===== src/rtl/nebula_wb_pkg.sv =====
// Shared types and constants for the Wishbone initiator blocks.
package nebula_wb_pkg;

    // Initiator cycle state: waiting for a command, driving the bus, holding a response.
    typedef enum logic [1:0] {
        IDLE = 2'd0,
        BUS  = 2'd1,
        RESP = 2'd2
    } wbm_state_t;

    // Default number of strobe cycles allowed before giving up on an ack.
    localparam int DEFAULT_TIMEOUT = 255;

    // Read data returned when a cycle times out.
    localparam int ERR_RDATA = 0;

endpackage : nebula_wb_pkg


===== src/rtl/wb_timeout_counter.sv =====
// Saturating cycle counter that flags when the final allowed strobe cycle is reached.
module wb_timeout_counter
    import nebula_wb_pkg::*;
#(
    parameter int TIMEOUT = DEFAULT_TIMEOUT,
    parameter int TO_W    = $clog2(TIMEOUT + 1)
) (
    input  logic clk,
    input  logic rst_n,
    input  logic clear,
    input  logic enable,
    output logic expired
);

    localparam logic [TO_W-1:0] LAST_COUNT = TO_W'(TIMEOUT - 1);

    logic [TO_W-1:0] count_reg;

    // Count strobe cycles; stop at the last value so the counter never wraps.
    always_ff @(posedge clk) begin
        if (!rst_n) begin
            count_reg <= '0;
        end else if (clear) begin
            count_reg <= '0;
        end else if (enable && !expired) begin
            count_reg <= count_reg + TO_W'(1);
        end
    end

    assign expired = (count_reg == LAST_COUNT);

endmodule : wb_timeout_counter


===== src/rtl/wb_master_ctrl.sv =====
// Single-transaction Wishbone classic initiator with command/response handshakes
// and a bounded wait for the slave acknowledge.
module wb_master_ctrl
    import nebula_wb_pkg::*;
#(
    parameter int ADDR_W  = 32,
    parameter int DATA_W  = 32,
    parameter int TIMEOUT = DEFAULT_TIMEOUT,
    parameter int TO_W    = $clog2(TIMEOUT + 1)
) (
    input  logic                wb_clk_i,
    input  logic                wb_rst_i,
    // command channel
    input  logic                cmd_valid_i,
    output logic                cmd_ready_o,
    input  logic                cmd_we_i,
    input  logic [ADDR_W-1:0]   cmd_adr_i,
    input  logic [DATA_W-1:0]   cmd_dat_i,
    input  logic [DATA_W/8-1:0] cmd_sel_i,
    // response channel
    output logic                rsp_valid_o,
    input  logic                rsp_ready_i,
    output logic [DATA_W-1:0]   rsp_dat_o,
    output logic                rsp_err_o,
    // Wishbone initiator port
    output logic                wbm_cyc_o,
    output logic                wbm_stb_o,
    output logic                wbm_we_o,
    output logic [DATA_W/8-1:0] wbm_sel_o,
    output logic [ADDR_W-1:0]   wbm_adr_o,
    output logic [DATA_W-1:0]   wbm_dat_o,
    input  logic                wbm_ack_i,
    input  logic [DATA_W-1:0]   wbm_dat_i,
    // status
    output logic                busy_o
);

    localparam int SEL_W = DATA_W / 8;

    wbm_state_t          state_reg,     state_next;
    logic                cyc_reg,       cyc_next;
    logic                stb_reg,       stb_next;
    logic                we_reg,        we_next;
    logic [SEL_W-1:0]    sel_reg,       sel_next;
    logic [ADDR_W-1:0]   adr_reg,       adr_next;
    logic [DATA_W-1:0]   dat_reg,       dat_next;
    logic                rsp_valid_reg, rsp_valid_next;
    logic [DATA_W-1:0]   rsp_dat_reg,   rsp_dat_next;
    logic                rsp_err_reg,   rsp_err_next;

    logic                cmd_ready;
    logic                timer_clear;
    logic                timer_enable;
    logic                timer_expired;

    // A command is only taken in IDLE and never while reset is asserted.
    assign cmd_ready = (state_reg == IDLE) && wb_rst_i;

    // Counts strobe cycles of the current bus cycle.
    wb_timeout_counter #(
        .TIMEOUT (TIMEOUT),
        .TO_W    (TO_W)
    ) u_timeout (
        .clk     (wb_clk_i),
        .rst_n   (wb_rst_i),
        .clear   (timer_clear),
        .enable  (timer_enable),
        .expired (timer_expired)
    );

    // Next-state and registered-output logic for the IDLE -> BUS -> RESP cycle.
    always_comb begin
        state_next     = state_reg;
        cyc_next       = cyc_reg;
        stb_next       = stb_reg;
        we_next        = we_reg;
        sel_next       = sel_reg;
        adr_next       = adr_reg;
        dat_next       = dat_reg;
        rsp_valid_next = rsp_valid_reg;
        rsp_dat_next   = rsp_dat_reg;
        rsp_err_next   = rsp_err_reg;
        timer_clear    = 1'b0;
        timer_enable   = 1'b0;

        case (state_reg)
            IDLE: begin
                if (cmd_valid_i && cmd_ready) begin
                    we_next     = cmd_we_i;
                    sel_next    = cmd_sel_i;
                    adr_next    = cmd_adr_i;
                    // Reads never drive stale write data onto the bus.
                    dat_next    = cmd_we_i ? cmd_dat_i : '0;
                    cyc_next    = 1'b1;
                    stb_next    = 1'b1;
                    timer_clear = 1'b1;
                    state_next  = BUS;
                end
            end

            BUS: begin
                // Ack is checked first so an ack on the last allowed cycle still succeeds.
                if (wbm_ack_i) begin
                    rsp_dat_next   = we_reg ? '0 : wbm_dat_i;
                    rsp_err_next   = 1'b0;
                    rsp_valid_next = 1'b1;
                    cyc_next       = 1'b0;
                    stb_next       = 1'b0;
                    state_next     = RESP;
                end else if (timer_expired) begin
                    rsp_dat_next   = DATA_W'(ERR_RDATA);
                    rsp_err_next   = 1'b1;
                    rsp_valid_next = 1'b1;
                    cyc_next       = 1'b0;
                    stb_next       = 1'b0;
                    state_next     = RESP;
                end else begin
                    timer_enable   = 1'b1;
                end
            end

            RESP: begin
                if (rsp_ready_i) begin
                    rsp_valid_next = 1'b0;
                    state_next     = IDLE;
                end
            end

            default: begin
                state_next = IDLE;
            end
        endcase
    end

    // State and output registers; reset discards any cycle or response in flight.
    always_ff @(posedge wb_clk_i) begin
        if (!wb_rst_i) begin
            state_reg     <= IDLE;
            cyc_reg       <= 1'b0;
            stb_reg       <= 1'b0;
            we_reg        <= 1'b0;
            sel_reg       <= '0;
            adr_reg       <= '0;
            dat_reg       <= '0;
            rsp_valid_reg <= 1'b0;
            rsp_dat_reg   <= '0;
            rsp_err_reg   <= 1'b0;
        end else begin
            state_reg     <= state_next;
            cyc_reg       <= cyc_next;
            stb_reg       <= stb_next;
            we_reg        <= we_next;
            sel_reg       <= sel_next;
            adr_reg       <= adr_next;
            dat_reg       <= dat_next;
            rsp_valid_reg <= rsp_valid_next;
            rsp_dat_reg   <= rsp_dat_next;
            rsp_err_reg   <= rsp_err_next;
        end
    end

    assign cmd_ready_o = cmd_ready;
    assign wbm_cyc_o   = cyc_reg;
    assign wbm_stb_o   = stb_reg;
    assign wbm_we_o    = we_reg;
    assign wbm_sel_o   = sel_reg;
    assign wbm_adr_o   = adr_reg;
    assign wbm_dat_o   = dat_reg;
    assign rsp_valid_o = rsp_valid_reg;
    assign rsp_dat_o   = rsp_dat_reg;
    assign rsp_err_o   = rsp_err_reg;
    assign busy_o      = (state_reg != IDLE);

endmodule : wb_master_ctrl


===== config.mk =====
export PLATFORM = sky130hd
export DESIGN_NAME = wb_master_ctrl
export DESIGN_NICKNAME = d
export VERILOG_FILES = /design/src/rtl/nebula_wb_pkg.sv /design/src/rtl/wb_timeout_counter.sv /design/src/rtl/wb_master_ctrl.sv
export SDC_FILE = /design/constraint.sdc
export NUM_CORES = 1
export LEC_CHECK = 0
export CELL_PAD_IN_SITES_DETAIL_PLACEMENT = 0
export CELL_PAD_IN_SITES_GLOBAL_PLACEMENT = 2
export CORE_ASPECT_RATIO = 0.8
export CORE_UTILIZATION = 22
export CTS_CLUSTER_SIZE = 16
export DETAILED_ROUTE_END_ITERATION = 10
export GPL_ROUTABILITY_DRIVEN = 0
export PLACE_DENSITY = 0.87
export SYNTH_ARGS = -nofsm -noshare
export SYNTH_HDL_FRONTEND = slang
export SYNTH_SLANG_ARGS = --single-unit

===== constraint.sdc =====
create_clock -name wb_clk_i -period 2.1 [get_ports wb_clk_i]
set_input_delay 0.525 -clock wb_clk_i [delete_from_list [all_inputs] [get_ports wb_clk_i]]
set_output_delay 0.525 -clock wb_clk_i [all_outputs]
set_load 0.005 [all_outputs]

# --- Yosys cells after proc, flatten, opt, wreduce, memory -nomap -nowiden ---
# Index checks and enable logic that the tools add are counted.
word_totals:
  mem_bits_ro: 0
  mem_count: 0
  regBits: 114
  inputBits: 106
  latch_bits: 0
  ramBits: 0
  word_cells: 56
op_classes:
  n_reduce_logical: 15
  mux: 23
  magnitude_cmp: 0
  addsub: 1
  n_eq_ne: 6
  div: 0
  mul: 0
  n_shift: 0
  n_bitwise: 1
ops:
  columns: ["cell", "count"]
  rows:
  - ["two-way mux 32 bit", 4]
  - ["two-way mux 1 bit", 12]
  - ["AND reduction 3 bit", 3]
  - ["adder 8 x 1 -> 8 bit, second input constant", 1]
  - ["equality test 8 bit, second input constant", 1]
  - ["two-way mux 2 bit", 4]
  - ["nonzero test 2 bit", 4]
  - ["one-hot mux 2 bit (3 select lines)", 1]
  - ["one-hot mux 1 bit (2 select lines)", 2]
  - ["AND reduction 2 bit", 2]
  - ["logical AND 1 bit", 3]
  - ["!= test 3 x 2 -> 1 bit, second input constant", 1]
  - ["equality test 2 x 1 -> 1 bit, second input constant", 1]
  - ["equality test 2 bit, second input constant", 1]
  - ["logical NOT 2 bit", 1]
  - ["!= test 2 x 1 -> 1 bit, second input constant", 1]
  - ["!= test 2 bit, second input constant", 1]
  - ["OR reduction 2 bit", 1]
  - ["logical NOT 1 bit", 1]
  - ["inverter 1 bit", 1]

# --- Longest topological paths before layout ---
# Gate-level depths: netlist of the first run.
depth:
  word_depth: 6
  mapped_depth: 8
  ltp_nobuf: 6

# --- Modules after synthesis ---
# Synthesis of the first run repeated with hierarchy kept, for this count alone.
unflattened:
  hier_cells: 527
  hier_area_um2: 4411.7
by_module_without_submodules:
  columns: ["module", "cells_per_inst", "area_each_um2", "seq_area_each_um2", "instances"]
  rows:
  - ["wb_master_ctrl", 476, 3952.5, 2122.0, 1]
  - ["wb_timeout_counter", 51, 459.2, 160.2, 1]

# --- Worst setup path after synthesis of the first run ---
# OpenSTA, ideal clock, no wires.
synth_timing:
  path_type: "reg-to-reg"
  startpoint: "register u_timeout.count_reg[0]"
  endpoint: "register state_reg[1]"
  t_arrival_ps: 1551
  synth_period_minus_slack_ps: 1665
  t_required_ps: 1985
  path_slack_ps: 435
  stages_incl_launch_ff: 9
  path_buffers: 2
  path_cell_list: "dfxtp_1 -> inv_1 -> ha_1 -> nand3_1 -> nor2_1 -> o21a_1 -> buf_4 -> buf_4 -> o21a_1"
synth_via:
  elab_chain_cells: 3
synth_rtl:
  columns: ["item", "line", "text"]
  rows:
  - ["start, declared", "wb_timeout_counter.sv:17", "logic [TO_W-1:0] count_reg;"]
  - ["start signal, assigned", "wb_timeout_counter.sv:26", "count_reg <= count_reg + TO_W'(1);"]
  - ["equality test 8 bit", "wb_timeout_counter.sv:30", "assign expired = (count_reg == LAST_COUNT);"]
  - ["!= test 3 x 2 -> 1 bit (no source line)", null, null]
  - ["AND reduction 3 bit (no source line)", null, null]
  - ["end signal, assigned", "wb_master_ctrl.sv:149", "state_reg <= state_next;"]
  - ["end, declared", "wb_master_ctrl.sv:40", "wbm_state_t state_reg, state_next;"]
# No other way between the ends.
# A chain may end at the register's enable or synchronous reset.

# --- Final worst setup path of the first run ---
layout_timing:
  startpoint: "register we_reg (netlist: wbm_we_o)"
  endpoint: "output wbm_we_o"
layout_lines:
  columns: ["item", "line", "text"]
  rows:
  - ["start, declared", "wb_master_ctrl.sv:43", "logic we_reg, we_next;"]
  - ["start signal, assigned", "wb_master_ctrl.sv:152", "we_reg <= we_next;"]
  - ["end, declared", "wb_master_ctrl.sv:28", "output logic wbm_we_o,"]
# No word-level cell between the ends.

==> impl_metrics.prom, run 1 <==
# TYPE chip_impl_metric gauge
chip_impl_metric{name="cp_data_arrival_time",unit="ns"} 1.33
chip_impl_info{name="crit_path_top_delay_cell",value="sky130_fd_sc_hd__clkdlybuf4s50_1"} 1
chip_impl_metric{name="worst_path_largest_cell_delay",unit="ns"} 0.55
chip_impl_metric{name="drc_errors",unit=""} 0
chip_impl_metric{name="detailedPlace.worstSlack",unit="ns"} 0.0162
chip_impl_info{name="cell_by_cell_trace_of_the_critical_path",value="clkdlybuf4s50_1"} 1
chip_impl_metric{name="power.static_leakage",unit="nW"} 2.64
chip_impl_metric{name="final_hold_viol_count",unit=""} 0
chip_impl_metric{name="ioPinCount",unit=""} 213
chip_impl_metric{name="detail_route.wl_per_cell",unit="um"} 13.1
chip_impl_metric{name="clock_tree.buffer_depth",unit=""} 2
chip_impl_metric{name="die-area",unit="sq um"} 19300
chip_impl_metric{name="layout.cells.non_filler",unit=""} 915
chip_impl_metric{name="dpl.cell_count",unit=""} 884
chip_impl_metric{name="crit_fanout",unit=""} 3
chip_impl_metric{name="ys_seq_area_frac",unit=""} 0.552
chip_impl_metric{name="chipWidth",unit="um"} 155
chip_impl_metric{name="clkSinkCount",unit=""} 114
chip_impl_metric{name="tightest_slew",unit="ns"} 0.822
chip_impl_metric{name="design_area",unit="sq um"} 7180
chip_impl_metric{name="fin_crit",unit="ns"} 1.85
chip_impl_metric{name="synth_cells",unit=""} 440
chip_impl_metric{name="grt_overflow_total",unit=""} 0
chip_impl_metric{name="fin_ws",unit="ns"} 0.246
chip_impl_metric{name="cp.buffers_inverters",unit=""} 1
chip_impl_metric{name="worst_clock_skew",unit="ns"} 0.00758
chip_impl_metric{name="via_count_of_the_first_global_routing_pass",unit=""} 3938
chip_impl_info{name="critPathCaptureType",value="output pin"} 1
chip_impl_metric{name="worst-r2r-setup-slack",unit="ns"} 0.34
chip_impl_metric{name="count_of_final_max_slew_check_failures",unit=""} 0
chip_impl_metric{name="clock_latency_at_the_later_pin_of_the_worst_skew_pair",unit="ns"} 0.40
chip_impl_metric{name="grt_first_pass_wirelength",unit="um"} 19600
chip_impl_metric{name="port-buffer-count",unit=""} 212
chip_impl_metric{name="synth-edff-count",unit=""} 0
chip_impl_metric{name="detailed_place.area",unit="sq um"} 6560
chip_impl_info{name="tritoncts",value="yes"} 1
chip_impl_metric{name="first_pass_iters",unit=""} 4
chip_impl_metric{name="vdd.ir_drop.worst",unit="V"} 0.000373
chip_impl_metric{name="row_count",unit=""} 44
chip_impl_metric{name="mappedNetlistArea",unit="sq um"} 4130
chip_impl_metric{name="yosysWarnings",unit=""} 0
chip_impl_metric{name="initial_core_util",unit=""} 0.226
chip_impl_metric{name="pwr_density_cell",unit="nW/um^2"} 839
chip_impl_metric{name="mappedNetlistNets",unit=""} 548
chip_impl_metric{name="cts-buffers-inserted",unit=""} 17
chip_impl_metric{name="detailedRoute.firstIterationViolations",unit=""} 185
chip_impl_info{name="status",value="finished, final reports clean"} 1
chip_impl_metric{name="totalNegativeSetupSlack",unit="ns"} 0
chip_impl_metric{name="postSynthAreaPerCell",unit="sq um"} 9.40
chip_impl_metric{name="setup_viol",unit=""} 0
chip_impl_metric{name="grt_start_max_net_pins",unit=""} 76
chip_impl_metric{name="drive_above_1_share",unit=""} 0.0785
chip_impl_metric{name="placeableCoreArea",unit="sq um"} 18300
chip_impl_metric{name="drtAntennaViolNets",unit=""} 0
chip_impl_info{name="rsz0062_at_grt",value="no"} 1
chip_impl_info{name="critical_path_class",value="flop to output pin"} 1
chip_impl_metric{name="routed_via_density",unit=""} 4.12
chip_impl_metric{name="finalWirelength",unit="um"} 12000
chip_impl_metric{name="relSlewSlack",unit=""} 0.452
chip_impl_info{name="min_path_type",value="flop to flop"} 1
chip_impl_info{name="mostFrequentLayoutCell",value="sky130_fd_sc_hd__clkdlybuf4s50_1"} 1
chip_impl_metric{name="dpl.hpwl",unit="um"} 8400
chip_impl_metric{name="htreeDepth",unit=""} 4
chip_impl_metric{name="initial_antenna_violation_count",unit=""} 0
chip_impl_metric{name="post-cts-setup-buffer-count",unit=""} 0
chip_impl_metric{name="utilization",unit=""} 0.393
chip_impl_metric{name="cp.required",unit="ns"} 1.57
chip_impl_metric{name="globalRouteTotalUtil",unit=""} 0.129
chip_impl_info{name="critPathTopFamily",value="buffers and inverters"} 1
chip_impl_metric{name="clock_transition_at_the_register_clock_pins_on_the_worst_setup_and_hold_paths_after_cts",unit="ns"} 0.05
chip_impl_metric{name="cts_hold_buffers",unit=""} 0
chip_impl_metric{name="fmax",unit="MHz"} 539
chip_impl_metric{name="final_nets",unit=""} 758
chip_impl_info{name="commonest_cells_after_routing_fill_and_taps_aside",value="sky130_fd_sc_hd__clkdlybuf4s50_1, sky130_fd_sc_hd__nand2_1, sky130_fd_sc_hd__dfxtp_1"} 1
chip_impl_metric{name="final_min_period_over_clock_period",unit=""} 0.883
chip_impl_metric{name="dr_total_vias",unit=""} 3771
chip_impl_metric{name="syn_to_final_growth",unit="%"} 73.7
chip_impl_metric{name="synth_cell_type_count",unit=""} 38
chip_impl_metric{name="async_reset_ff_frac",unit=""} 0
chip_impl_metric{name="maxCapViolations",unit=""} 0
chip_impl_metric{name="die-height",unit="um"} 125
chip_impl_metric{name="synth.ff_latch_count",unit=""} 114
chip_impl_info{name="critical_path.startpoint_type",value="flop"} 1
chip_impl_info{name="synth_top_flop_cell",value="sky130_fd_sc_hd__dfxtp_1"} 1
chip_impl_metric{name="antenna-diode-count",unit=""} 0
chip_impl_info{name="clock-root-buffer",value="sky130_fd_sc_hd__clkbuf_16"} 1
## repair_timing
| item | 4_1_cts | 5_1_grt |
|---|---|---|
| gates resized for setup | 2 | 1 |
| endpoints found under the setup margin | 2 | 1 |
| pin swaps | 1 | 0 |
## per-layer routing
| metal | GRT usage | vias to the layer above | routed length [um] |
|---|---|---|---|
| li1 | - | 1900 | - |
| met3 | 0.0581 | 8 | 730 |
| met2 | 0.213 | 93 | 5870 |
| met1 | 0.148 | 1770 | 5230 |
| met4 | 0.0404 | 0 | 136 |
| met5 | 0 | - | 0 |
## tightest hold or removal path: stages, from the launching register on
cell	delay, ns
sky130_fd_sc_hd__dfxtp_1	0.30
sky130_fd_sc_hd__nand2_1	0.05
sky130_fd_sc_hd__o21ai_1	0.05
## path summary, 6_finish.rpt
path	cells after the start	end	from
worst max register to register	6	u_timeout.count_reg[7]	u_timeout.count_reg[0]
worst max-delay path	1	wbm_we_o	wbm_we_o
worst min-delay path	2	wbm_adr_o[13]	wbm_adr_o[13]
worst min register to register	2	wbm_adr_o[13]	wbm_adr_o[13]
## cell type report
| cell class | instances | area [sq um] |
|---|---|---|
| Timing Repair Buffer | 222 | 2260 |
| Clock buffer | 22 | 484 |
| Fill cell | 1833 | 11100 |
| Multi-Input combinational cell | 293 | 1700 |
| Inverter | 2 | 7.51 |
| Tap cell | 253 | 317 |
| Sequential cell | 114 | 2280 |
| Clock inverter | 9 | 129 |
## metrics by stage
step	total power, W	hold WS, ns
6_report	0.00602	0.445
5_1_grt	0.00633	0.468
4_1_cts	0.00614	0.448
3_5_place_dp	0.00313	0.441
3_3_place_gp	0.00312	0.435
2_1_floorplan	0.00263	0.445
## cells in the mapped netlist (2+ instances only)
cell / n / share of area
sky130_fd_sc_hd__nand2_1: 142 / 0.13
sky130_fd_sc_hd__dfxtp_1: 114 / 0.55
sky130_fd_sc_hd__o21ai_1: 36 / 0.044
sky130_fd_sc_hd__mux2i_1: 33 / 0.080
sky130_fd_sc_hd__a22o_1: 32 / 0.068
sky130_fd_sc_hd__clkbuf_1: 17 / 0.015
sky130_fd_sc_hd__buf_2: 9 / 0.011
sky130_fd_sc_hd__nor2_1: 8 / 0.0073
sky130_fd_sc_hd__o21a_1: 6 / 0.011
sky130_fd_sc_hd__buf_4: 5 / 0.0091
sky130_fd_sc_hd__xor2_1: 3 / 0.0064
sky130_fd_sc_hd__a211oi_1: 2 / 0.0036
sky130_fd_sc_hd__a21o_1: 2 / 0.0036
sky130_fd_sc_hd__and2_1: 2 / 0.0030
sky130_fd_sc_hd__and3_1: 2 / 0.0030
sky130_fd_sc_hd__ha_1: 2 / 0.0061
sky130_fd_sc_hd__inv_1: 2 / 0.0018
sky130_fd_sc_hd__nor2b_1: 2 / 0.0030
sky130_fd_sc_hd__o211ai_1: 2 / 0.0036
## cell families after synthesis
logic type | after synthesis | synth area share
compound gates | 87 | 0.148
xor+xnor | 4 | 0.00848
fa+ha+maj | 2 | 0.00605
buf+inv | 33 | 0.0372
flops | 114 | 0.552
mux | 33 | 0.0799
simple gates | 167 | 0.169
## where the power goes
group	internal (W)	leakage (nW)	switching [W]
clock network	0.00198	0.298	0.000963
logic	0.000470	1.41	0.000263
registers	0.00228	0.930	0.0000656
(Power assumes the default switching activity.)
==> inputs of run 2 (changes only) <==
- GPL_TIMING_DRIVEN: unset -> 0
==> impl_metrics.prom, run 2 (synthesis gave the netlist of run 1 again) <==
# TYPE chip_impl_metric gauge
chip_impl_info{name="status",value="finished, final reports clean"} 1
chip_impl_metric{name="syn_to_final_growth",unit="%"} 74.8
chip_impl_info{name="rsz0062_at_grt",value="no"} 1
chip_impl_metric{name="clock_tree.buffer_depth",unit=""} 2
chip_impl_info{name="mostFrequentLayoutCell",value="sky130_fd_sc_hd__clkdlybuf4s50_1"} 1
chip_impl_metric{name="first_pass_iters",unit=""} 4
chip_impl_metric{name="vdd.ir_drop.worst",unit="V"} 0.000351
chip_impl_metric{name="setup_viol",unit=""} 0
chip_impl_metric{name="clock_transition_at_the_register_clock_pins_on_the_worst_setup_and_hold_paths_after_cts",unit="ns"} 0.06
chip_impl_info{name="critical_path_class",value="flop to output pin"} 1
chip_impl_metric{name="final_hold_viol_count",unit=""} 0
chip_impl_metric{name="initial_core_util",unit=""} 0.226
chip_impl_metric{name="grt_start_max_net_pins",unit=""} 17
chip_impl_metric{name="finalWirelength",unit="um"} 13000
chip_impl_metric{name="utilization",unit=""} 0.395
chip_impl_metric{name="design_area",unit="sq um"} 7220
chip_impl_metric{name="post-cts-setup-buffer-count",unit=""} 0
chip_impl_metric{name="drive_above_1_share",unit=""} 0.0863
chip_impl_metric{name="detailedRoute.firstIterationViolations",unit=""} 182
chip_impl_metric{name="via_count_of_the_first_global_routing_pass",unit=""} 4020
chip_impl_metric{name="drtAntennaViolNets",unit=""} 0
chip_impl_metric{name="detail_route.wl_per_cell",unit="um"} 13.9
chip_impl_metric{name="final_min_period_over_clock_period",unit=""} 0.978
chip_impl_metric{name="final_nets",unit=""} 779
chip_impl_metric{name="power.static_leakage",unit="nW"} 2.66
chip_impl_metric{name="count_of_final_max_slew_check_failures",unit=""} 0
chip_impl_info{name="commonest_cells_after_routing_fill_and_taps_aside",value="sky130_fd_sc_hd__clkdlybuf4s50_1, sky130_fd_sc_hd__nand2_1, sky130_fd_sc_hd__dfxtp_1"} 1
chip_impl_metric{name="design_power_total",unit="W"} 0.00616
chip_impl_info{name="clock-root-buffer",value="sky130_fd_sc_hd__clkbuf_16"} 1
chip_impl_metric{name="maxCapViolations",unit=""} 0
chip_impl_metric{name="row_count",unit=""} 44
chip_impl_metric{name="routed_via_density",unit=""} 4.17
chip_impl_metric{name="clock_latency_at_the_later_pin_of_the_worst_skew_pair",unit="ns"} 0.40
chip_impl_metric{name="cts-buffers-inserted",unit=""} 17
chip_impl_metric{name="ff_latch_area",unit="sq um"} 2280
chip_impl_metric{name="chipWidth",unit="um"} 155
chip_impl_metric{name="worst_clock_skew",unit="ns"} 0.00812
chip_impl_metric{name="dpl.hpwl",unit="um"} 9710
chip_impl_metric{name="fmax",unit="MHz"} 487
chip_impl_metric{name="dr_total_vias",unit=""} 3907
chip_impl_metric{name="htreeDepth",unit=""} 4
chip_impl_metric{name="cp.required",unit="ns"} 1.57
chip_impl_metric{name="placeableCoreArea",unit="sq um"} 18300
chip_impl_metric{name="clkSinkCount",unit=""} 114
chip_impl_metric{name="drc_errors",unit=""} 0
chip_impl_metric{name="relSlewSlack",unit=""} 0.672
chip_impl_metric{name="tightest_slew",unit="ns"} 0.492
chip_impl_metric{name="initial_antenna_violation_count",unit=""} 0
chip_impl_metric{name="grt_first_pass_wirelength",unit="um"} 20700
chip_impl_info{name="min_path_type",value="flop to flop"} 1
chip_impl_metric{name="port-buffer-count",unit=""} 212
chip_impl_metric{name="num-fill-cells",unit=""} 1870
chip_impl_info{name="critPathCaptureType",value="output pin"} 1
chip_impl_metric{name="fin_crit",unit="ns"} 2.05
chip_impl_metric{name="ioPinCount",unit=""} 213
chip_impl_info{name="tritoncts",value="yes"} 1
chip_impl_metric{name="die-area",unit="sq um"} 19300
chip_impl_metric{name="detailed_place.area",unit="sq um"} 6570
chip_impl_metric{name="antenna-diode-count",unit=""} 0
chip_impl_metric{name="grt_overflow_total",unit=""} 0
chip_impl_metric{name="die-height",unit="um"} 125
chip_impl_metric{name="cp_data_arrival_time",unit="ns"} 1.53
chip_impl_metric{name="pwr_density_cell",unit="nW/um^2"} 852
chip_impl_metric{name="crit_fanout",unit=""} 5
chip_impl_metric{name="globalRouteTotalUtil",unit=""} 0.137
chip_impl_metric{name="multi_input_comb_area",unit="sq um"} 1710
chip_impl_info{name="critical_path.startpoint_type",value="flop"} 1
==> run 2: changes by cell type in the layout (fill, tap and decap cells not counted), moves of 2 or more <==
| cell | delta |
|---|---|
| sky130_fd_sc_hd__buf_12 | -5 |
| sky130_fd_sc_hd__buf_2 | +7 |
| sky130_fd_sc_hd__clkbuf_1 | +13 |
| sky130_fd_sc_hd__clkbuf_2 | +4 |
| sky130_fd_sc_hd__clkbuf_8 | -2 |
| sky130_fd_sc_hd__clkdlybuf4s50_1 | +2 |
| sky130_fd_sc_hd__clkinv_4 | +2 |
| sky130_fd_sc_hd__nor2_2 | -2 |
==> run 2: worst paths after layout <==
path | start | to | slack (ns) | cells after the start
max reg2reg | u_timeout.count_reg[0] | rsp_valid_o | 0.25 | 8
max | state_reg[1] | busy_o | 0.05 | 2
min | wbm_adr_o[7] | wbm_adr_o[7] | 0.45 | 2
min reg2reg | wbm_adr_o[7] | wbm_adr_o[7] | 0.45 | 2
==> run 2: layer usage <==
metal,GRT usage,share of wire
met1,0.164,0.45
met2,0.221,0.47
met3,0.0456,0.057
met4,0.0600,0.022
met5,0,0
==> run 2: repair_timing <==
item	4_1_cts	5_1_grt
endpoints found under the setup margin	31	38
gates resized for setup	5	9
hold buffers	0	0
==> run 2: final cells by class <==
type                       instances  area share
sequential                       114       0.316
timing repair buffer             212       0.293
multi-input combinational        293       0.237
clock buffer                      19      0.0627
tap                              253      0.0438
clock inverter                    13      0.0255
buffer                            31      0.0211
inverter                           2     0.00104
==> run 2: report_power, final <==
part           internal (W)  switching (W)
sequential          0.00228      0.0000680
combinational      0.000468       0.000275
clock               0.00205        0.00102
total               0.00479        0.00136
==> run 2: worst max-delay path, cell delays in order, from the launching register on <==
cell,delay [ns]
sky130_fd_sc_hd__dfxtp_2,0.36
sky130_fd_sc_hd__or2_2,0.30
sky130_fd_sc_hd__clkdlybuf4s50_1,0.48
==> run 2: per-stage QoR <==
step | TNS, ns | cells | setup slack [ns] | hold slack, ns
final | 0 | 937 | 0.0453 | 0.451
after global routing | 0 | 937 | 0.00216 | 0.466
after CTS | 0 | 937 | 0.00862 | 0.451
after detailed placement | -39.45 | 905 | -0.500 | 0.443
after global placement | -39.16 | 905 | -0.509 | 0.437
after floorplan | 0 | 440 | 0.435 | 0.445
==> inputs of run 3 (changes only) <==
- PLACE_DENSITY: 0.87 -> 0.84
- SLEW_MARGIN: unset -> 40
==> impl_metrics.prom, run 3 (synthesis gave the netlist of run 1 again) <==
# TYPE chip_impl_metric gauge
chip_impl_info{name="status",value="finished, final reports clean"} 1
chip_impl_metric{name="detailedPlace.worstSlack",unit="ns"} -0.501
chip_impl_metric{name="cp.buffers_inverters",unit=""} 2
chip_impl_metric{name="first_pass_iters",unit=""} 6
chip_impl_metric{name="clock_latency_at_the_later_pin_of_the_worst_skew_pair",unit="ns"} 0.41
chip_impl_metric{name="clock_transition_at_the_register_clock_pins_on_the_worst_setup_and_hold_paths_after_cts",unit="ns"} 0.06
chip_impl_metric{name="globalRouteTotalUtil",unit=""} 0.137
chip_impl_metric{name="row_count",unit=""} 44
chip_impl_metric{name="post-cts-setup-buffer-count",unit=""} 0
chip_impl_metric{name="vdd.ir_drop.worst",unit="V"} 0.000377
chip_impl_metric{name="die-height",unit="um"} 125
chip_impl_metric{name="antenna-diode-count",unit=""} 0
chip_impl_metric{name="cts_hold_buffers",unit=""} 0
chip_impl_metric{name="die-area",unit="sq um"} 19300
chip_impl_info{name="clock-root-buffer",value="sky130_fd_sc_hd__clkbuf_16"} 1
chip_impl_metric{name="final_min_period_over_clock_period",unit=""} 0.984
chip_impl_metric{name="clock_tree.buffer_depth",unit=""} 2
chip_impl_metric{name="setup_viol",unit=""} 0
chip_impl_metric{name="drc_errors",unit=""} 0
chip_impl_info{name="commonest_cells_after_routing_fill_and_taps_aside",value="sky130_fd_sc_hd__clkdlybuf4s50_1, sky130_fd_sc_hd__nand2_1, sky130_fd_sc_hd__dfxtp_1"} 1
chip_impl_metric{name="p_sw_frac",unit=""} 0.237
chip_impl_metric{name="power.switching",unit="W"} 0.00143
chip_impl_metric{name="worst_path_largest_cell_delay",unit="ns"} 0.50
chip_impl_info{name="cell_by_cell_trace_of_the_critical_path",value="clkdlybuf4s50_1 > nor3b_2 > dlygate4sd2_1"} 1
chip_impl_info{name="critPathTopFamily",value="buffers and inverters"} 1
chip_impl_info{name="critical_path_class",value="input pin to output pin"} 1
chip_impl_metric{name="crit_fanout",unit=""} 4
chip_impl_metric{name="port-buffer-count",unit=""} 212
chip_impl_metric{name="cp.required",unit="ns"} 1.57
chip_impl_metric{name="multi_input_comb_area",unit="sq um"} 1700
chip_impl_metric{name="grt_first_pass_wirelength",unit="um"} 20700
chip_impl_metric{name="pwr_density_cell",unit="nW/um^2"} 843
chip_impl_metric{name="totalNegativeSetupSlack",unit="ns"} 0
chip_impl_metric{name="p_clk_frac",unit=""} 0.491
chip_impl_metric{name="drive_above_1_share",unit=""} 0.0819
chip_impl_info{name="rsz0062_at_grt",value="yes"} 1
chip_impl_info{name="min_path_type",value="flop to flop"} 1
chip_impl_metric{name="maxCapViolations",unit=""} 0
chip_impl_info{name="mostFrequentLayoutCell",value="sky130_fd_sc_hd__clkdlybuf4s50_1"} 1
chip_impl_metric{name="drtAntennaViolNets",unit=""} 0
chip_impl_metric{name="clkSinkCount",unit=""} 114
chip_impl_metric{name="htreeDepth",unit=""} 4
chip_impl_metric{name="worst_clock_skew",unit="ns"} 0.00862
chip_impl_metric{name="initial_antenna_violation_count",unit=""} 0
chip_impl_metric{name="relSlewSlack",unit=""} 0.570
chip_impl_metric{name="tightest_slew",unit="ns"} 0.645
chip_impl_metric{name="detail_route.wl_per_cell",unit="um"} 13.7
chip_impl_metric{name="dpl.hpwl",unit="um"} 9420
chip_impl_metric{name="final_hold_viol_count",unit=""} 0
chip_impl_metric{name="num-fill-cells",unit=""} 1838
chip_impl_metric{name="via_count_of_the_first_global_routing_pass",unit=""} 3964
chip_impl_metric{name="chipWidth",unit="um"} 155
chip_impl_metric{name="dr_total_vias",unit=""} 3878
chip_impl_metric{name="count_of_final_max_slew_check_failures",unit=""} 0
chip_impl_metric{name="fmax",unit="MHz"} 484
chip_impl_metric{name="detailedRoute.firstIterationViolations",unit=""} 207
chip_impl_metric{name="placeableCoreArea",unit="sq um"} 18300
chip_impl_metric{name="ff_latch_area",unit="sq um"} 2280
chip_impl_info{name="critical_path.startpoint_type",value="input pin"} 1
chip_impl_metric{name="power.internal",unit="W"} 0.00462
chip_impl_info{name="critPathCaptureType",value="output pin"} 1
chip_impl_metric{name="ioPinCount",unit=""} 213
chip_impl_metric{name="finalWirelength",unit="um"} 12900
chip_impl_metric{name="comb_power_share",unit=""} 0.122
chip_impl_metric{name="final_nets",unit=""} 779
chip_impl_metric{name="routed_via_density",unit=""} 4.14
chip_impl_metric{name="cp_data_arrival_time",unit="ns"} 1.54
chip_impl_metric{name="power.static_leakage",unit="nW"} 2.65
chip_impl_metric{name="fin_ws",unit="ns"} 0.0346
chip_impl_metric{name="grt_overflow_total",unit=""} 0
chip_impl_metric{name="initial_core_util",unit=""} 0.226
chip_impl_metric{name="grt_start_max_net_pins",unit=""} 17
chip_impl_metric{name="cts-buffers-inserted",unit=""} 17
chip_impl_info{name="crit_path_top_delay_cell",value="sky130_fd_sc_hd__clkdlybuf4s50_1"} 1
chip_impl_info{name="tritoncts",value="yes"} 1
chip_impl_metric{name="power.share.sequential",unit=""} 0.387
chip_impl_metric{name="fin_crit",unit="ns"} 2.07
chip_impl_metric{name="syn_to_final_growth",unit="%"} 73.8
chip_impl_metric{name="timing.hold.ws",unit="ns"} 0.449
## run 3: changes by cell type in the layout (fill, tap and decap cells not counted), sizes merged
cell,change
inv,+4
clkinvlp,-1
buf,+1
dlygate4sd2,+2
clkdlybuf4s50,-1
bufinv,-1
clkbuf,-4
## run 3: final timing paths
kind	start	to	slack [ns]	depth (start not counted)
worst max register to register	u_timeout.count_reg[1]	rsp_dat_o[8]	0.26	7
worst min-delay path	wbm_adr_o[21]	wbm_adr_o[21]	0.45	2
worst max-delay path	wb_rst_i	cmd_ready_o	0.03	3
worst min register to register	wbm_adr_o[21]	wbm_adr_o[21]	0.45	2
## run 3: power groups by stage
stage	clock, W	combinational (W)	sequential (W)
after floorplan	0	0.000237	0.00239
after global placement	0	0.000744	0.00238
after detailed placement	0	0.000750	0.00239
after CTS	0.00307	0.000752	0.00234
after global routing	0.00316	0.000804	0.00236
final	0.00297	0.000739	0.00234
## run 3: tightest hold or removal path, cell delays in order (launching register included)
cell and delay, ns:
sky130_fd_sc_hd__dfxtp_1 0.31, sky130_fd_sc_hd__nand2_1 0.05, sky130_fd_sc_hd__o21ai_1 0.05
## run 3: area by class of cell
cell class | count | area share
Clock buffer | 17 | 0.0592
Timing Repair Buffer | 212 | 0.295
Buffer | 31 | 0.0211
Tap cell | 253 | 0.0441
Sequential cell | 114 | 0.318
Multi-Input combinational cell | 293 | 0.237
Inverter | 2 | 0.00105
Clock inverter | 15 | 0.0253
## run 3: what timing repair did
item                       in CTS  in global routing
cloned                          0                  0
resized for setup               3                  5
pin swaps                       0                  0
setup endpoints to repair      31                 13
## run 3: metrics by stage
stage	total power [W]	instances	cell area (sq um)	utilization
global route	0.00633	937	7180	0.393
floorplan	0.00263	440	4130	-
finish	0.00606	937	7180	0.393
CTS	0.00617	937	7180	0.393
global placement	0.00313	905	6570	0.360
detailed placement	0.00314	905	6570	0.360
## run 3: metal layers
layer,vias to the layer above,track usage,part of all wire
met5,-,0,0
met4,0,0.0617,0.018
met3,17,0.0466,0.069
met2,125,0.215,0.46
met1,1782,0.170,0.46
li1,1954,-,-
